===== src/rtl/rr_grant_encoder8.sv =====
// Eight-requester round-robin arbiter with a binary-encoded grant for the 3-to-8 decoder.
// Grants are held until done, request drop or timeout, with one dead cycle between owners.
//
//   state | meaning
//   IDLE  | no grant active, arbitrating every cycle
//   BUSY  | grant held by grant_idx, busy_cycles counting
//   GAP   | single dead cycle after a release, arbitrating for the next owner
module rr_grant_encoder8 #(
    parameter int unsigned TIMEOUT = 16
) (
    input  logic       clk,
    input  logic       rst_n,
    input  logic [7:0] req,
    input  logic       done,
    output logic       grant_valid,
    output logic [2:0] grant_idx,
    output logic       timeout_err,
    output logic [7:0] busy_cycles
);

    typedef enum logic [1:0] {
        IDLE = 2'd0,
        BUSY = 2'd1,
        GAP  = 2'd2
    } state_t;

    localparam logic [7:0] TIMEOUT_CNT = 8'(TIMEOUT);
    localparam logic       TIMEOUT_EN  = (TIMEOUT != 0);

    state_t     state_q;
    logic [2:0] ptr_q;
    logic       grant_valid_q;
    logic [2:0] grant_idx_q;
    logic       timeout_err_q;
    logic [7:0] busy_cycles_q;

    logic       win_found;
    logic [2:0] win_idx;
    logic [2:0] cand;
    logic       owner_req;
    logic       timed_out;
    logic       release_now;

    // Rotating priority search starting at ptr_q and wrapping modulo 8.
    always_comb begin
        win_found = 1'b0;
        win_idx   = ptr_q;
        cand      = '0;
        for (int i = 0; i < 8; i++) begin
            cand = ptr_q + 3'(i);
            if (!win_found && req[cand]) begin
                win_found = 1'b1;
                win_idx   = cand;
            end
        end
    end

    assign owner_req   = req[grant_idx_q];
    assign timed_out   = TIMEOUT_EN && (busy_cycles_q == TIMEOUT_CNT);
    assign release_now = done || !owner_req || timed_out;

    always_ff @(posedge clk or negedge rst_n) begin
        if (!rst_n) begin
            state_q       <= IDLE;
            ptr_q         <= '0;
            grant_valid_q <= 1'b0;
            grant_idx_q   <= '0;
            timeout_err_q <= 1'b0;
            busy_cycles_q <= '0;
        end else begin
            timeout_err_q <= 1'b0;
            case (state_q)
                IDLE, GAP: begin
                    if (win_found) begin
                        state_q       <= BUSY;
                        grant_valid_q <= 1'b1;
                        grant_idx_q   <= win_idx;
                        busy_cycles_q <= 8'd1;
                    end else begin
                        state_q       <= IDLE;
                        grant_valid_q <= 1'b0;
                        busy_cycles_q <= '0;
                    end
                end
                BUSY: begin
                    if (release_now) begin
                        state_q       <= GAP;
                        grant_valid_q <= 1'b0;
                        busy_cycles_q <= '0;
                        ptr_q         <= grant_idx_q + 3'd1;
                        // A normal release wins over a coincident timeout.
                        timeout_err_q <= timed_out && !done && owner_req;
                    end else if (busy_cycles_q != 8'hFF) begin
                        busy_cycles_q <= busy_cycles_q + 8'd1;
                    end
                end
                default: begin
                    state_q       <= IDLE;
                    grant_valid_q <= 1'b0;
                    busy_cycles_q <= '0;
                end
            endcase
        end
    end

    assign grant_valid = grant_valid_q;
    assign grant_idx   = grant_idx_q;
    assign timeout_err = timeout_err_q;
    assign busy_cycles = busy_cycles_q;

endmodule


===== config.mk =====
export PLATFORM = sky130hd
export DESIGN_NAME = rr_grant_encoder8
export DESIGN_NICKNAME = d
export VERILOG_FILES = /design/src/rtl/rr_grant_encoder8.sv
export SDC_FILE = /design/constraint.sdc
export NUM_CORES = 1
export LEC_CHECK = 0
export CAP_MARGIN = 0
export CORE_ASPECT_RATIO = 0.6
export CORE_MARGIN = 2
export CORE_UTILIZATION = 50
export CTS_CLUSTER_DIAMETER = 40
export DETAILED_ROUTE_END_ITERATION = 10
export GPL_TIMING_DRIVEN = 0
export PLACE_DENSITY_LB_ADDON = 0.1
export SETUP_SLACK_MARGIN = 0.2
export SLEW_MARGIN = 10
export SYNTH_ARGS = -nofsm -noshare
export SYNTH_HDL_FRONTEND = slang
export SYNTH_SLANG_ARGS = --single-unit

===== constraint.sdc =====
create_clock -name clk -period 5.8 [get_ports clk]
set_input_delay 0.58 -clock clk [delete_from_list [all_inputs] [get_ports clk]]
set_output_delay 0.58 -clock clk [all_outputs]
set_load 0.1 [all_outputs]

==> metrics.md, run 1 <==
| Metric | Value |
|---|---|
| Antenna Nets Post-Route | `0` |
| Setup crit start kind | `register` |
| Status | `finished clean` |
| Mapped Nets | `roughly 200` |
| Worst r2r dst | `grant_idx[1]` |
| Least-Margin Pin Slew | `roughly 0.99 ns` |
| Max_cap viols | `0` |
| DR pass1 iterations | `6` |
| Vias per cell | `slightly above 6` |
| Slew headroom | `0.338` |
| Most frequent cells in the layout | `clkdlybuf4s50_1 (23), nor2_1 (20), nand2_1 (19)` |
| Clk_skew | `roughly 0.0022 ns` |
| Number of diodes | `0` |
| Initial DRC count | `143` |
| PwrDens | `roughly 670 nW/um^2` |
| Top cell type's share of synthesized area | `0.256` |
| P&R area growth vs syn | `19.4%` |
| GPL Wtd Cong | `slightly below 1` |
| Port bufs | `23` |
| Starting Density | `0.533` |
| Final period util | `0.599` |
| Clock sink count | `18` |
| Global-route wire length before repair | `between 7000 and 8000 um` |
| Clk slew on worst S/H paths | `approximately 0.070 ns` |
| DRC errors left | `0` |
| Final count of hold timing violations | `0` |
| Clock latency on the worst-skew pair | `between 0.2 and 0.3 ns` |
| CP required | `approximately 6.0 ns` |
| Flop2flop setup slack | `2.33 ns` |
| Drt total wl | `roughly 4400 um` |
| Syn avg cell area | `roughly 9.4 um^2` |
| Hold WC Path Type | `reg -> reg` |
| Layout Nets | `between 200 and 250` |
| Synth cell types | `46` |
| Critical R2R Launch | `ptr_q[0]` |
| Worst ir drop on vdd | `0.000451 V` |
| Largest net degree at the start of global routing | `19` |
| Main area contributors after synthesis | `dfrtp_1 (26%), mux4_2 (17%), nor2_1 (4.3%)` |
| Fmax achieved | `0.288 GHz` |
| Worst-case reg-to-reg path depth | `11` |
| Chip height | `roughly 50 um` |
| Postcts setup bufs | `0` |
| Mapped Area | `between 1500 and 2000 um^2` |
| Wirelength per Cell | `between 15 and 20 um` |
| Final Max Tran Viols | `0` |
| Leakage | `between 0.8 and 0.9 nW` |
| Ys Warns | `0` |
| Rows | `16` |
| Post-synthesis sequential area ratio | `0.256` |
| Tot GR Track Use | `0.244` |
| Post-route minimum period | `approximately 3.5 ns` |
| Total power | `between 0.001 and 0.0015 W` |
| # setup viols final | `0` |
| Io pins | `24` |
| Crit Path Class | `reg -> reg` |
| DIE WIDTH | `approximately 81 um` |
| Setup crit end kind | `register` |
| Via Count | `approximately 1600` |
| CP Launch Point | `ptr_q[0]` |
| Root Buffer Master | `clkbuf_8` |
| Core footprint | `3300 um^2` |
| Resize count post-CTS | `0` |
| WP data arrival | `3.62 ns` |
| CTS Buf Count | `3` |
| Async SR Flop Fraction | `1.00` |
| Number of hold-repair buffers added at the cts stage | `0` |
| RSZ-0062 raised after global routing | `no` |
| Hold Crit Depth | `2` |
| Commonest non-fill, non-tap cell in the layout | `clkdlybuf4s50_1` |
| Hold endpoint | `grant_valid` |
| Post-synth EDFFs | `0` |
| CTS H-tree depth | `1` |
| Share of layout cells above drive strength 1 | `0.150` |
| Vias in the first global route | `about 1400` |
| Synth area leader | `dfrtp_1` |
| GR Overflow Total | `0` |
| Initial antenna violation count | `0` |
| CTS tree | `yes` |
| Hold path startpoint | `grant_valid` |
| Mapped Cells | `roughly 190` |
| Prevailing post-synth register cell | `dfrtp_1` |
| Max FO, Critical Path | `10` |
| Setup TNS | `0 ns` |
| #FFs+latches synth | `18` |
| CTS max path bufs | `2` |
| HPWL Detailed | `about 3500 um` |
| DIE AREA | `~4000 um^2` |
[critical path, stage by stage (launching register included)]
cell     delay (ns)
dfrtp_1        0.38
buf_6          0.17
buf_2          0.28
inv_1          0.12
ha_1           0.29
buf_2          0.24
mux4_2         0.59
o32ai_4        0.40
nor3b_4        0.37
a31o_4         0.26
a21oi_1        0.05
a22o_1         0.21
[final cells by class]
cell class	instances	area (um^2)
Multi-Input combinational cell	152	1240
Clock buffer	4	55.1
Fill cell	274	1200
Inverter	11	41.3
Buffer	6	32.5
Tap cell	45	56.3
Sequential cell	18	450
Timing Repair Buffer	23	230
[through the flow]
stage	util	cell area (um^2)	std cells	hold WS [ns]	setup WS [ns]
2_1_floorplan	-	1760	187	0.284	2.72
3_3_place_gp	0.620	2050	255	0.517	2.41
3_5_place_dp	0.620	2050	255	0.513	2.33
4_1_cts	0.637	2100	259	0.534	2.31
5_1_grt	0.637	2100	259	0.581	2.11
6_report	0.637	2100	259	0.530	2.33
[registers in the layout (all words and copies together) (netlist names)]
name	cells
grant_valid	1
ptr_q	3
state_q	2
grant_idx	3
busy_cycles	8
timeout_err	1
[synth_stat cells, types with 2 or more instances]
library cell   n
o21a_1         2
o211ai_1       3
mux2_2         4
nand3_1        7
buf_2          2
nor4_1         2
nand4_1        2
a22oi_1        2
nor3_1         3
xnor2_1        5
mux2_4         4
a22o_1         3
mux2i_1        7
mux4_2        13
clkbuf_1       3
a31oi_1        2
nor2_1        20
a21oi_1        9
o21ai_1        3
nand2b_1       4
inv_1         10
ha_1           5
nor2b_1        3
o21ai_0       11
nand2_1       19
dfrtp_1       18
xor2_1         2
[routing by layer]
| metal | track usage | share of wire |
|---|---|---|
| met4 | 0.0367 | 0.0047 |
| met2 | 0.299 | 0.38 |
| met1 | 0.426 | 0.52 |
| met5 | 0 | 0 |
| met3 | 0.0495 | 0.088 |
[power by group]
part	leakage, nW	switching (W)	internal [W]
clock network	0.0288	0.0000430	0.0000604
logic	0.565	0.000645	0.000443
registers	0.233	0.0000508	0.000164
total	0.827	0.000739	0.000667
[how the worst max path moves through the flow]
stage	endpoint	cells after the start	slack, ns
floorplan	grant_idx[1]	11	2.72
global placement	grant_idx[1]	12	2.41
detailed placement	grant_idx[1]	11	2.33
CTS	grant_idx[1]	11	2.31
global route	grant_idx[1]	12	2.11
finish	grant_idx[1]	11	2.33
[logic make-up after synthesis]
kind of cell / Yosys count / share of synthesized area
flip-flops: 18 / 0.256
AND/OR/NAND/NOR: 66 / 0.182
multiplexers: 28 / 0.266
adder cells (fa/ha/maj): 5 / 0.0355
buffers and inverters: 17 / 0.0419
AO/OA/AOI/OAI: 46 / 0.185
XOR/XNOR: 7 / 0.0348
Power figures use the tool's default switching activity.
==> inputs of run 2 (changes only) <==
==> constraint.sdc (replaced) <==
create_clock -name clk -period 2.95 [get_ports clk]
set_input_delay 0.295 -clock clk [delete_from_list [all_inputs] [get_ports clk]]
set_output_delay 0.295 -clock clk [all_outputs]
set_load 0.1 [all_outputs]
==> run 2 against run 1 <==
Against the previous run: register-to-register slack lost 2.1 ns; utilization grew 6.3 points; clock-buffer cell count shrank 1; global-route usage grew 0.88 points; highest routed layer unchanged.
==> metrics.md, run 2 (same netlist as run 1, synthesis figures left out) <==
| Metric | Value |
|---|---|
| Post-route minimum period | `2.76 ns (was 3.47 ns)` |
| WP data arrival | `2.90 ns (was 3.62 ns)` |
| Worst setup margin | `0.190 ns (was 2.33 ns)` |
| Commonest non-fill, non-tap cell in the layout | `clkdlybuf4s50_1 (unchanged)` |
| Setup crit start kind | `register (unchanged)` |
| Slew headroom | `0.340 (was 0.338)` |
| Clk_skew | `0.00381 ns (was 0.00220 ns)` |
| Crit-path leading delay family | `multiplexers (was compound AO/OA/AOI/OAI gates)` |
| Most frequent cells in the layout | `clkdlybuf4s50_1 (23), nor2_1 (20), nand2_1 (18) (was clkdlybuf4s50_1 (23), nor2_1 (20), nand2_1 (19))` |
| Max FFs per register | `8 (unchanged)` |
| Critical Path Max Stage Delay | `0.53 ns (was 0.59 ns)` |
| Setup TNS | `0 ns (unchanged)` |
| CTS H-tree depth | `1 (unchanged)` |
| Fmax achieved | `0.362 GHz (was 0.288 GHz)` |
| HPWL Detailed | `3560 um (was 3500 um)` |
| Worst path slowest cell | `mux4_2 (unchanged)` |
| Final Max Tran Viols | `0 (unchanged)` |
| RSZ-0062 raised after global routing | `yes (was no)` |
| Root Buffer Master | `clkbuf_8 (unchanged)` |
| Core footprint | `3300 um^2 (unchanged)` |
| Pre-CTS WS | `-0.201 ns (was 2.33 ns)` |
| Starting Density | `0.533 (unchanged)` |
| Number of hold-repair buffers added at the cts stage | `0 (unchanged)` |
| Setup crit end kind | `register (unchanged)` |
| Crit Path Class | `reg -> reg (unchanged)` |
| CTS max path bufs | `2 (unchanged)` |
| Wirelength per Cell | `17.7 um (was 17.1 um)` |
| Largest net degree at the start of global routing | `19 (unchanged)` |
| Rows | `16 (unchanged)` |
| M1 WL | `2360 um (was 2320 um)` |
| DR pass1 iterations | `4 (was 6)` |
| DIE AREA | `4030 um^2 (unchanged)` |
| Clk slew on worst S/H paths | `0.06 ns (was 0.07 ns)` |
| Final count of hold timing violations | `0 (unchanged)` |
| Fillcell total | `264 (was 274)` |
| Max_cap viols | `0 (unchanged)` |
| Number of diodes | `0 (unchanged)` |
| DIE WIDTH | `80.6 um (unchanged)` |
| Status | `finished clean (unchanged)` |
| Met2 WL | `2050 um (was 1690 um)` |
| Layout Nets | `248 (was 231)` |
| Chip height | `50.0 um (unchanged)` |
| Max FO, Critical Path | `7 (was 10)` |
| Tot GR Track Use | `0.252 (was 0.244)` |
| GR Overflow Total | `0 (unchanged)` |
| Global-route wire length before repair | `7760 um (was 7420 um)` |
| Final period util | `0.936 (was 0.599)` |
| Antenna Nets Post-Route | `0 (unchanged)` |
| CP Depth | `9 (was 11)` |
| Share of layout cells above drive strength 1 | `0.257 (was 0.150)` |
| Hold WC Path Type | `in -> async (was reg -> reg)` |
| Vias per cell | `6.32 (was 6.19)` |
| Via Count | `1737 (was 1602)` |
| Finished Layout Cells | `275 (was 259)` |
| Least-Margin Pin Slew | `0.986 ns (was 0.990 ns)` |
| Post-Place Cells | `255 (unchanged)` |
| GPL Wtd Cong | `0.925 (was 0.967)` |
| DRC errors left | `0 (unchanged)` |
| Port bufs | `23 (unchanged)` |
| Critical-path cell list | `buf_6, buf_4, mux2_4, mux4_2, o32ai_4, nor3b_4, a31o_4, a21oi_1, a22o_1 (was buf_6, buf_2, inv_1, ha_1, buf_2, mux4_2, o32ai_4, nor3b_4, a31o_4, a21oi_1, a22o_1)` |
| P&R area growth vs syn | `31.3% (was 19.4%)` |
| Worst-case reg-to-reg path depth | `9 (was 11)` |
| Drt total wl | `4870 um (was 4420 um)` |
| Clock latency on the worst-skew pair | `0.25 ns (was 0.26 ns)` |
| Initial antenna violation count | `0 (unchanged)` |
| # setup viols final | `0 (unchanged)` |
| DR top layer | `met4 (unchanged)` |
| Worst Path Buf+Inv | `2 (was 4)` |
| Initial DRC count | `128 (was 143)` |
| Clock sink count | `18 (unchanged)` |
| CP required | `3.09 ns (was 5.95 ns)` |
| CTS Buf Count | `3 (unchanged)` |
| Met3 Routed Length | `412 um (was 391 um)` |
| CTS tree | `yes (unchanged)` |
| Vias in the first global route | `1555 (was 1448)` |
| Io pins | `24 (unchanged)` |
-- run 2: cell count changes in the layout (fill, tap and decap cells not counted), sizes merged --
cell      before  now
clkbuf         7    6
clkinv         1    0
buf            3   20
clkinvlp       0    1
-- run 2: what timing repair did --
| item | 4_1_cts | 5_1_grt |
|---|---|---|
| gates resized for setup | 5 | 11 |
| setup buffers | 9 | 8 |
| pin swaps | 3 | 4 |
| endpoints found under the setup margin | 6 | 6 |
-- run 2: routing by layer --
metal / GRT usage / vias to the layer above
li1: - / 793
met1: 0.416 / 855
met2: 0.346 / 81
met3: 0.0458 / 8
met4: 0.0311 / 0
met5: 0 / -
-- run 2: worst reg2reg max path: stages, from the launching register on --
cell     delay [ns]
dfrtp_1        0.40
buf_6          0.13
buf_4          0.17
mux2_4         0.34
mux4_2         0.53
o32ai_4        0.33
nor3b_4        0.30
a31o_4         0.22
a21oi_1        0.04
a22o_1         0.20
-- run 2: final cells by class --
class                   instances  area, um^2  area share
clock buffers                   3        41.3      0.0179
plain buffers                   6        57.6      0.0249
inverters                      11        52.6      0.0227
well taps                      45        56.3      0.0244
repair buffers                 40         378       0.163
multi-input cells             152        1270       0.551
flip-flops and latches         18         452       0.195
-- run 2: worst paths after layout --
| kind | start | to | slack [ns] |
|---|---|---|---|
| hold / removal | rst_n | busy_cycles[5] | 0.51 |
| setup / recovery | ptr_q[0] | grant_idx[1] | 0.19 |
| min in group clk | grant_valid | grant_valid | 0.54 |
| setup reg to reg | ptr_q[0] | grant_idx[1] | 0.19 |
| max in group asynchronous | rst_n | ptr_q[1] | 1.87 |
| hold reg to reg | grant_valid | grant_valid | 0.54 |
-- run 2: stage by stage --
| stage | util | hold WS (ns) | instance area, um^2 |
|---|---|---|---|
| floorplan | - | -0.000591 | 1790 |
| global placement | 0.630 | 0.514 | 2080 |
| detailed placement | 0.630 | 0.528 | 2080 |
| CTS | 0.671 | 0.532 | 2220 |
| global route | 0.700 | 0.571 | 2310 |
| finish | 0.700 | 0.515 | 2310 |
Power of run 2 is left out: the tool's default activity adds up to more than one toggle a clock period on the data nets, which glitch-free logic cannot reach.
==> inputs of run 3 (changes only) <==
--- a/config.mk
+++ b/config.mk
@@ -5,14 +5,17 @@
 export SDC_FILE = /design/constraint.sdc
 export NUM_CORES = 1
 export LEC_CHECK = 0
+export ABC_AREA = 1
 export CAP_MARGIN = 0
 export CORE_ASPECT_RATIO = 0.6
 export CORE_MARGIN = 2
 export CORE_UTILIZATION = 50
+export CTS_BUF_LIST = sky130_fd_sc_hd__clkbuf_8
 export CTS_CLUSTER_DIAMETER = 40
 export DETAILED_ROUTE_END_ITERATION = 10
 export GPL_TIMING_DRIVEN = 0
 export PLACE_DENSITY_LB_ADDON = 0.1
+export REMOVE_ABC_BUFFERS = 1
 export SETUP_SLACK_MARGIN = 0.2
 export SLEW_MARGIN = 10
 export SYNTH_ARGS = -nofsm -noshare
==> run 3 against run 2 <==
Against the previous run: critical path depth rose by 5; final cell count rose by 24%; via count rose by 2.3%; synthesized area increased by 4.1%; sequential share of layout area grew 1.3 points; register-to-register slack improved by 0.37 ns; flip-flop and latch count is the same; maximum frequency rose by 16%; wire length is 8.8% lower; global-route usage decreased by 2.0 points; non-clock buffer count down 17; die area up 3.8%; critical endpoint is now busy_cycles[0]; highest routed layer unchanged.
==> metrics.md, run 3 <==
| Metric | Value |
|---|---|
| Status | `finished clean (unchanged)` |
| Most frequent cells after synthesis | `nand2_1 (82), nand3_1 (29), inv_1 (26), nor2_1 (23), dfrtp_1 (18) (was nor2_1 (20), nand2_1 (19), dfrtp_1 (18), mux4_2 (13), o21ai_0 (11))` |
| Setup crit end kind | `register (unchanged)` |
| Commonest non-fill, non-tap cell in the layout | `nand2_1 (was clkdlybuf4s50_1)` |
| RSZ-0062 raised after global routing | `no (was yes)` |
| Max_cap viols | `0 (unchanged)` |
| Critical Path Max Stage Delay | `0.46 ns (was 0.53 ns)` |
| Io pins | `24 (unchanged)` |
| Global-route wire length before repair | `7220 um (was 7760 um)` |
| Wirelength per Cell | `13.1 um (was 17.7 um)` |
| Xor-xnor portion of the synthesized cell area | `0.0191 (was 0.0348)` |
| Crit-path leading delay family | `simple AND/OR/NAND/NOR gates (was multiplexers)` |
| DRC errors left | `0 (unchanged)` |
| Synth Area in Compound Gates | `0.0805 (was 0.185)` |
| Crit Path Class | `reg -> reg (unchanged)` |
| Fillcell total | `314 (was 264)` |
| Clk slew on worst S/H paths | `0.07 ns (was 0.06 ns)` |
| Hold WC Path Type | `reg -> reg (was in -> async)` |
| Syn avg cell area | `6.90 um^2 (was 9.42 um^2)` |
| CTS Buf Count | `3 (unchanged)` |
| Synth Area in Adders | `0.0341 (was 0.0355)` |
| Slew headroom | `0.342 (was 0.340)` |
| Tot GR Track Use | `0.233 (was 0.252)` |
| Share of layout cells above drive strength 1 | `0.190 (was 0.257)` |
| Setup crit start kind | `register (unchanged)` |
| HPWL Detailed | `3590 um (was 3560 um)` |
| Post-route minimum period | `2.39 ns (was 2.76 ns)` |
| Via Count | `1777 (was 1737)` |
| Chip height | `50.9 um (was 50.0 um)` |
| Vias per cell | `5.23 (was 6.32)` |
| Placed cell area | `2070 um^2 (was 2080 um^2)` |
| CTS max path bufs | `2 (unchanged)` |
| Main combinational cell family by area after synthesis | `simple AND/OR/NAND/NOR gates (was multiplexers)` |
| Port bufs | `23 (unchanged)` |
| Simple-Gate Fraction of Synth Area | `0.524 (was 0.182)` |
| Initial antenna violation count | `0 (unchanged)` |
| Ys Warns | `0 (unchanged)` |
| Drt total wl | `4440 um (was 4870 um)` |
| Most frequent cells in the layout | `nand2_1 (82), nand3_1 (29), inv_1 (26) (was clkdlybuf4s50_1 (23), nor2_1 (20), nand2_1 (18))` |
| Starting Density | `0.542 (was 0.533)` |
| Portion of netlist area occupied by mux cells | `0 (was 0.266)` |
| Prevailing post-synth register cell | `dfrtp_1 (unchanged)` |
| Top cell type's share of synthesized area | `0.246 (was 0.256)` |
| Worst setup margin | `0.565 ns (was 0.190 ns)` |
| Final period util | `0.809 (was 0.936)` |
| Number of hold-repair buffers added at the cts stage | `0 (unchanged)` |
| WP data arrival | `2.53 ns (was 2.90 ns)` |
| Pre-CTS WS | `0.327 ns (was -0.201 ns)` |
| Fmax achieved | `0.419 GHz (was 0.362 GHz)` |
| Critical-path cell list | `inv_6, ha_1, inv_2, nand3_1, nand3_2, nand2_4, nor2_4, nand4_4, nor2_4, nand3_2, nand2_4, o21ai_2, nand2_1, nand2_1 (was buf_6, buf_4, mux2_4, mux4_2, o32ai_4, nor3b_4, a31o_4, a21oi_1, a22o_1)` |
| Clock sink count | `18 (unchanged)` |
| #FFs+latches synth | `18 (unchanged)` |
| Layout Nets | `312 (was 248)` |
| Setup TNS | `0 ns (unchanged)` |
| Initial DRC count | `128 (unchanged)` |
| Final instance area | `2170 um^2 (was 2310 um^2)` |
| P&R area growth vs syn | `18.5% (was 31.3%)` |
| DIE WIDTH | `82.2 um (was 80.6 um)` |
| Post-Place Cells | `330 (was 255)` |
| Synth area leader | `dfrtp_1 (unchanged)` |
| Largest net degree at the start of global routing | `19 (unchanged)` |
| Least-Margin Pin Slew | `0.984 ns (was 0.986 ns)` |
| Max FFs per register | `8 (unchanged)` |
| Max FO, Critical Path | `14 (was 7)` |
| Main area contributors after synthesis | `dfrtp_1 (25%), nand2_1 (17%), nand3_1 (7.9%) (was dfrtp_1 (26%), mux4_2 (17%), nor2_1 (4.3%))` |
| Clk_skew | `0.00167 ns (was 0.00381 ns)` |
| CP required | `3.10 ns (was 3.09 ns)` |
| DR pass1 iterations | `5 (was 4)` |
| Mapped Cells | `266 (was 187)` |
| Post-synth EDFFs | `0 (unchanged)` |
| Worst Path Buf+Inv | `2 (unchanged)` |
| CTS H-tree depth | `1 (unchanged)` |
| Finished Layout Cells | `340 (was 275)` |
| Number of diodes | `0 (unchanged)` |
| Most frequent cell after synthesis | `nand2_1 (was nor2_1)` |
| Clock latency on the worst-skew pair | `0.25 ns (about the same)` |
| Vias in the first global route | `1463 (was 1555)` |
| Rows | `16 (unchanged)` |
| Antenna Nets Post-Route | `0 (unchanged)` |
| Post-synthesis sequential area ratio | `0.246 (was 0.256)` |
| DIE AREA | `4180 um^2 (was 4030 um^2)` |
| Worst path slowest cell | `dfrtp_2 (was mux4_2)` |
| Core footprint | `3380 um^2 (was 3300 um^2)` |
| Synth cell types | `33 (was 46)` |
| GPL Wtd Cong | `0.937 (was 0.925)` |
| CTS tree | `yes (unchanged)` |
| Final count of hold timing violations | `0 (unchanged)` |
| Mapped Area | `1830 um^2 (was 1760 um^2)` |
| # setup viols final | `0 (unchanged)` |
| Async SR Flop Fraction | `1.00 (unchanged)` |
| Root Buffer Master | `clkbuf_8 (unchanged)` |
| Final Max Tran Viols | `0 (unchanged)` |
| GR Overflow Total | `0 (unchanged)` |
[run 3: cell types whose count changed after synthesis, moves of 5 or more]
cell,previous run,this run
nand3_2,0,12
xnor2_1,5,0
mux2i_1,7,0
inv_1,10,26
nand3_1,7,29
mux4_2,13,0
nand2_4,0,9
nand2_1,19,82
nand2_2,0,8
[run 3: per-layer routing]
| metal | track usage | wire [um] | part of all wire |
|---|---|---|---|
| met3 | 0.0742 | 392 | 0.088 |
| met5 | 0 | 0 | 0 |
| met2 | 0.274 | 1530 | 0.34 |
| met4 | 0.0222 | 13 | 0.0029 |
| met1 | 0.398 | 2510 | 0.56 |
[run 3: repair_timing]
item,in CTS,in global routing
setup endpoints to repair,0,4
resized for setup,0,2
buffers inserted,0,6
[run 3: worst paths after layout]
path	end	slack (ns)	cells past startpoint	start
setup reg to reg	busy_cycles[0]	0.56	14	ptr_q[0]
hold / removal	grant_valid	0.47	2	grant_valid
hold reg to reg	grant_valid	0.47	2	grant_valid
setup / recovery	busy_cycles[0]	0.56	14	ptr_q[0]
max in group asynchronous	ptr_q[1]	1.87	1	rst_n
min in group asynchronous	busy_cycles[1]	0.51	1	rst_n
[run 3: metrics by stage]
step,hold slack [ns],utilization
final,0.472,0.642
after global routing,0.519,0.642
after CTS,0.477,0.628
after detailed placement,0.459,0.612
after global placement,0.456,0.612
after floorplan,-0.000591,-
[run 3: cell type report]
| type | instances | area, um^2 | share of cell area |
|---|---|---|---|
| clock buffers | 4 | 55.1 | 0.0253 |
| repair buffers | 29 | 275 | 0.127 |
| multi-input cells | 212 | 1210 | 0.555 |
| well taps | 45 | 56.3 | 0.0259 |
| inverters | 32 | 128 | 0.0587 |
| flip-flops and latches | 18 | 453 | 0.208 |
[run 3: worst min-delay path: stages, from the launching register on]
cell and delay (ns):
dfrtp_1 0.35, nand2_1 0.05, nand2_1 0.04
[run 3: logic make-up after synthesis]
group | Yosys count
AO/OA/AOI/OAI | 24
XOR/XNOR | 4
adder cells (fa/ha/maj) | 5
buffers and inverters | 36
flip-flops | 18
AND/OR/NAND/NOR | 179
Power of run 3 is left out for the same reason.
